<file path="config.mk">
export PLATFORM = sky130hd
export DESIGN_NAME = pipelined_add_sub_flat
export DESIGN_NICKNAME = d
export VERILOG_FILES = /design/src/rtl/pipelined_add_sub_if.sv /design/src/rtl/pipelined_add_sub.sv /design/src/flat_wrapper.sv
export SDC_FILE = /design/constraint.sdc
export NUM_CORES = 1
export LEC_CHECK = 0
export ABC_AREA = 0
export BUFFER_PORTS_ARGS = -buffer_cell sky130_fd_sc_hd__buf_2
export CELL_PAD_IN_SITES_DETAIL_PLACEMENT = 1
export CELL_PAD_IN_SITES_GLOBAL_PLACEMENT = 1
export CORE_MARGIN = 2
export CORE_UTILIZATION = 40
export CTS_CLUSTER_DIAMETER = 60
export DETAILED_ROUTE_END_ITERATION = 12
export PLACE_DENSITY_LB_ADDON = 0.2
export SYNTH_ARGS = -nofsm -noshare
export SYNTH_HDL_FRONTEND = slang
export SYNTH_SLANG_ARGS = --single-unit
</file>
<file path="constraint.sdc">
create_clock -name clk -period 8.5 [get_ports clk]
set_input_delay 1.275 -clock clk [delete_from_list [all_inputs] [get_ports clk]]
set_output_delay 1.275 -clock clk [all_outputs]
set_load 0.01 [all_outputs]
</file>
<file path="src/rtl/pipelined_add_sub_if.sv">
// rtl/pipelined_add_sub_if.sv - operand/result handshake bundle for pipelined_add_sub
interface pipelined_add_sub_if #(
    parameter int WIDTH = 32
) ();
    logic             in_valid;
    logic             in_ready;
    logic [WIDTH-1:0] a;
    logic [WIDTH-1:0] b;
    logic             c_in;
    logic             sub;
    logic             out_valid;
    logic             out_ready;
    logic [WIDTH-1:0] sum;
    logic             c_out;
    logic             overflow;
    logic             zero;

    modport master (
        output in_valid, a, b, c_in, sub, out_ready,
        input  in_ready, out_valid, sum, c_out, overflow, zero
    );

    modport slave (
        input  in_valid, a, b, c_in, sub, out_ready,
        output in_ready, out_valid, sum, c_out, overflow, zero
    );
endinterface

</file>
<file path="src/rtl/pipelined_add_sub.sv">
// rtl/pipelined_add_sub.sv - pipelined ripple-carry adder/subtractor, one chunk per stage
module pipelined_add_sub #(
    parameter int WIDTH  = 32,
    parameter int STAGES = 4
) (
    input logic                clk,
    input logic                rst,
    pipelined_add_sub_if.slave io
);
    localparam int CW = WIDTH / STAGES;

    logic [WIDTH-1:0]  opa_q   [STAGES];
    logic [WIDTH-1:0]  opa_d   [STAGES];
    logic [WIDTH-1:0]  opb_q   [STAGES];
    logic [WIDTH-1:0]  opb_d   [STAGES];
    logic [WIDTH-1:0]  sum_q   [STAGES];
    logic [WIDTH-1:0]  sum_d   [STAGES];
    logic [STAGES-1:0] valid_q;
    logic [STAGES-1:0] valid_d;
    logic [STAGES-1:0] carry_q;
    logic [STAGES-1:0] carry_d;
    logic              ovf_q;
    logic              ovf_d;
    logic              advance;

    logic [WIDTH-1:0]  src_a   [STAGES];
    logic [WIDTH-1:0]  src_b   [STAGES];
    logic [WIDTH-1:0]  src_s   [STAGES];
    logic [STAGES-1:0] src_c;
    logic [STAGES-1:0] src_v;
    logic [CW:0]       chunk   [STAGES];

    // Operand B is inverted at entry, so the mode travels as the stored effective B
    // and the stage-0 carry; later stages never need the sub bit itself.
    always_comb begin
        advance  = !valid_q[STAGES-1] || io.out_ready;
        src_a[0] = io.a;
        src_b[0] = io.sub ? ~io.b : io.b;
        src_s[0] = '0;
        src_c[0] = io.sub ? 1'b1 : io.c_in;
        src_v[0] = io.in_valid && advance;
        for (int k = 1; k < STAGES; k++) begin
            src_a[k] = opa_q[k-1];
            src_b[k] = opb_q[k-1];
            src_s[k] = sum_q[k-1];
            src_c[k] = carry_q[k-1];
            src_v[k] = valid_q[k-1];
        end
        for (int k = 0; k < STAGES; k++) begin
            chunk[k] = {1'b0, src_a[k][k*CW +: CW]}
                     + {1'b0, src_b[k][k*CW +: CW]}
                     + {{CW{1'b0}}, src_c[k]};
            opa_d[k]            = src_a[k];
            opb_d[k]            = src_b[k];
            sum_d[k]            = src_s[k];
            sum_d[k][k*CW +: CW] = chunk[k][CW-1:0];
            carry_d[k]          = chunk[k][CW];
            valid_d[k]          = src_v[k];
        end
        // a^b^s at the MSB recovers the carry into the MSB.
        ovf_d = src_a[STAGES-1][WIDTH-1] ^ src_b[STAGES-1][WIDTH-1]
              ^ sum_d[STAGES-1][WIDTH-1] ^ carry_d[STAGES-1];
    end

    always_ff @(posedge clk or posedge rst) begin
        if (rst) begin
            valid_q <= '0;
            carry_q <= '0;
            ovf_q   <= 1'b0;
            for (int k = 0; k < STAGES; k++) begin
                opa_q[k] <= '0;
                opb_q[k] <= '0;
                sum_q[k] <= '0;
            end
        end else if (advance) begin
            valid_q <= valid_d;
            carry_q <= carry_d;
            ovf_q   <= ovf_d;
            for (int k = 0; k < STAGES; k++) begin
                opa_q[k] <= opa_d[k];
                opb_q[k] <= opb_d[k];
                sum_q[k] <= sum_d[k];
            end
        end
    end

    assign io.in_ready  = advance;
    assign io.out_valid = valid_q[STAGES-1];
    assign io.sum       = sum_q[STAGES-1];
    assign io.c_out     = carry_q[STAGES-1];
    assign io.overflow  = ovf_q;
    assign io.zero      = (sum_q[STAGES-1] == '0);
endmodule
</file>
<file path="src/flat_wrapper.sv">
// flat-port wrapper written by rule: the top's interface ports become plain ports
module pipelined_add_sub_flat 
#(
    parameter int WIDTH  = 32,
    parameter int STAGES = 4
)
  (clk, rst, io_in_valid, io_a, io_b, io_c_in, io_sub, io_out_ready, io_in_ready, io_out_valid, io_sum, io_c_out, io_overflow, io_zero);
  pipelined_add_sub_if #(.WIDTH(WIDTH)) io_i ();
  input logic clk;
  input logic rst;
  input wire logic [$bits(io_i.in_valid)-1:0] io_in_valid;
  input wire logic [$bits(io_i.a)-1:0] io_a;
  input wire logic [$bits(io_i.b)-1:0] io_b;
  input wire logic [$bits(io_i.c_in)-1:0] io_c_in;
  input wire logic [$bits(io_i.sub)-1:0] io_sub;
  input wire logic [$bits(io_i.out_ready)-1:0] io_out_ready;
  output wire logic [$bits(io_i.in_ready)-1:0] io_in_ready;
  output wire logic [$bits(io_i.out_valid)-1:0] io_out_valid;
  output wire logic [$bits(io_i.sum)-1:0] io_sum;
  output wire logic [$bits(io_i.c_out)-1:0] io_c_out;
  output wire logic [$bits(io_i.overflow)-1:0] io_overflow;
  output wire logic [$bits(io_i.zero)-1:0] io_zero;
  assign io_i.in_valid = io_in_valid;
  assign io_i.a = io_a;
  assign io_i.b = io_b;
  assign io_i.c_in = io_c_in;
  assign io_i.sub = io_sub;
  assign io_i.out_ready = io_out_ready;
  assign io_in_ready = io_i.in_ready;
  assign io_out_valid = io_i.out_valid;
  assign io_sum = io_i.sum;
  assign io_c_out = io_i.c_out;
  assign io_overflow = io_i.overflow;
  assign io_zero = io_i.zero;
  pipelined_add_sub #(.WIDTH(WIDTH), .STAGES(STAGES)) u_core (.clk(clk), .rst(rst), .io(io_i));
endmodule
</file>
==> qor.yml <==
run_status:
  status: "completed"
synth:
  synth_area_um2: 8550
  synthArstFlopShare_pct: 100
  synth.area.top_cells: "dfrtp_1 (54%), nand2_1 (19%), ha_1 (4.1%), xnor2_1 (3.0%), o21ai_0 (2.8%)"
  synth_cell_types: 44
  synth_seq_area_share_pct: 54.2
  synth_fa_ha_area_share_pct: 5.97
  syn-instance-count: 940
  synth_xor_area_share_pct: 4.71
  yosysTopAreaCell: "dfrtp_1"
  synth_top_family_by_area: "simple AND/OR/NAND/NOR gates"
  ys_ff_latch: 185
  synth_compound_area_share_pct: 8.04
  synthSimpleGateAreaFrac_pct: 24.1
  ys_warn_count: 0
  synthMuxAreaShare_pct: 0
  syn-num-nets: 1046
  post_synth.cell_area_avg_um2: 9.09
  synth_edf_count: 0
  ys.flop_type: "dfrtp_1"
  yosys.area.top_type_share_pct: 54.2
worst_hold_path:
  whs_path_depth: 2
  hold_start: "u_core.src_s[6]"
  worstHoldPathType: "reg -> reg"
  min_to: "u_core.src_s[6]"
cells_and_area:
  nets: 1130
  fillers: 2468
  finish.utilization_pct: 47.0
  layout_commonest_cell: "nand2_1"
  final_cell_area_um2: 9880
  syn_to_final_growth_pct: 15.6
  final_cell_mix: "nand2_1 (427), dfrtp_1 (185), buf_2 (106)"
  multi_input_area_um2: 3670
  n_antenna_cell: 0
  register_area_um2: 4630
  drive_above_1_share_pct: 14.3
power_and_ir_drop:
  p_per_area_nw_per_um2: 378
  power_frac_clock_pct: 22.0
  combPwrFrac_pct: 36.8
  internal_power_mw: 2.33
  p_leak_nw: 4.99
  power_mw: 3.73
  swShare_pct: 37.4
  p_seq_share_pct: 41.2
  p_sw_mw: 1.40
  vdd_drop_max_uv: 173
die:
  initial_utilization_pct: 40.7
  core_area_um2: 21000
  die_x_um: 150
  top_level_ports: 107
  dieArea_um2: 22500
  fp-row-count: 53
  die_h_um: 150
drt:
  drt_iter0_drc: 259
  ant_nets: 0
  via_per_inst: 4.92
  totalWireLength_um: 18600
  dr.pass1.iters: 4
  wl_per_cell_um: 14.2
  drcViolationCount: 0
  route.vias.total: 6442
sta:
  period_share_pct: 50.5
  fin_skew_ns: 0.0105
  tns_ns: 0
  hold_viol: 0
  rsz0062_at_grt: "false"
  period_minus_slack_ns: 4.29
  worstMarginPinSlew_ns: 0.945
  finalMaxSlewViolations: 0
  fin_ws_ns: 4.21
  setup_violations: 0
  fmax_mhz: 233
  slew_headroom_pct: 37.0
clock_tree:
  clockRootBuffer: "clkbuf_16"
  cts_buffers: 17
  cts_resized: 0
  h-tree-depth: 4
  cts.sinks: 185
  path_clk_slew_ns: 0.06
  insertion_delay_ns: 0.43
  cts_tree: "done"
  cts_buffer_depth: 2
  post_cts_buffers: 0
  ctsHoldBuffers: 0
critical_path:
  endpoint_kind: "primary output"
  start_kind: "input pin"
  crit_arrival_ns: 3.01
  worst-path-max-fanout: 88
  reg2reg_to: "u_core.io.sum[27]"
  cp.required_ns: 7.22
  crit-reg2reg-launch: "u_core.valid_q[3]"
  r2r_setup_slack_ns: 5.53
  ff2ff_path_depth: 6
  crit_type: "in -> out"
placed_design:
  post-place-ws_ns: 4.22
  hpwlAfterDp_um: 12200
  place_congestion: 0.712
  io_buffers: 106
  placed_cell_area_um2: 9270
run:
  drv_cap: 0
global_route:
  grt_pass1_wl_um: 31300
  grt_max_degree: 119
  grt_pass1_vias: 6395
  grt_use_total_pct: 17.4
  antenna_found_initial: 0
  grt_overflow: 0
## routing by layer
layer	up-vias	share of wire, %	track usage [%]
li1	3217	-	-
met3	19	3.3	3.12
met4	0	1.3	5.05
met5	-	0	0
met1	3117	50	24.6
met2	89	45	27.7
## worst max path at each step
| stage | from | to | slack, ns | depth (start not counted) |
|---|---|---|---|---|
| 2_1_floorplan | rst | u_core.carry_q[0] | 2.20 | 1 |
| 3_3_place_gp | io_out_ready | io_in_ready | 4.23 | 5 |
| 3_5_place_dp | io_out_ready | io_in_ready | 4.22 | 5 |
| 4_1_cts | io_out_ready | io_in_ready | 4.21 | 5 |
| 5_1_grt | io_out_ready | io_in_ready | 4.05 | 5 |
| 6_report | io_out_ready | io_in_ready | 4.21 | 5 |
## cell type report
| type | instances | share of cell area [%] |
|---|---|---|
| flip-flops and latches | 185 | 46.9 |
| multi-input cells | 697 | 37.2 |
| repair buffers | 112 | 5.83 |
| clock buffers | 24 | 4.98 |
| well taps | 275 | 3.48 |
| clock inverters | 6 | 1.15 |
| inverters | 11 | 0.519 |
## registers in the layout (all words and copies together) (netlist names)
| register | cells |
|---|---|
| u_core.src_s | 48 |
| u_core.io.sum | 32 |
| u_core.opa_d | 48 |
| u_core.io.overflow | 1 |
| u_core.opb_d | 48 |
| u_core.carry_q | 4 |
| u_core.valid_q | 4 |
## Yosys cell counts, drive strengths merged, types with 6 or more instances
| cell type | instances |
|---|---|
| nor2 | 20 |
| inv | 11 |
| nor3b | 11 |
| buf | 28 |
| a21o | 10 |
| clkbuf | 19 |
| xnor2 | 29 |
| nor4 | 8 |
| xor2 | 17 |
| nand3 | 11 |
| a21oi | 25 |
| dfrtp | 185 |
| o21ai | 48 |
| a211oi | 11 |
| nor4b | 6 |
| nand2 | 427 |
| fa | 8 |
| ha | 28 |
## power groups by stage
stage | Combinational, mW | Sequential, mW | Clock, mW
floorplan | 1.01 | 1.51 | 0
CTS | 1.41 | 1.54 | 0.841
detailed placement | 1.39 | 1.56 | 0
global route | 1.60 | 1.59 | 0.873
global placement | 1.34 | 1.54 | 0
finish | 1.37 | 1.54 | 0.820
## cell families (layout without fill, tap and decap cells)
logic type	after synthesis	in the layout
AO/OA/AOI/OAI	112	112
buffers and inverters	58	153
adder cells (fa/ha/maj)	36	36
flip-flops	185	185
XOR/XNOR	46	46
AND/OR/NAND/NOR	503	503
## critical path, stage by stage
cell     delay (ns)
buf_2          0.11
nor2b_4        0.09
buf_4          0.64
inv_4          0.50
buf_2          0.30
## metrics by stage
step	hold WS, ns	std cells
after floorplan	0.430	940
after global placement	0.449	1280
after detailed placement	0.455	1280
after CTS	0.470	1310
after global routing	0.487	1310
final	0.466	1310
No activity file was read; power rests on OpenSTA's default activity.
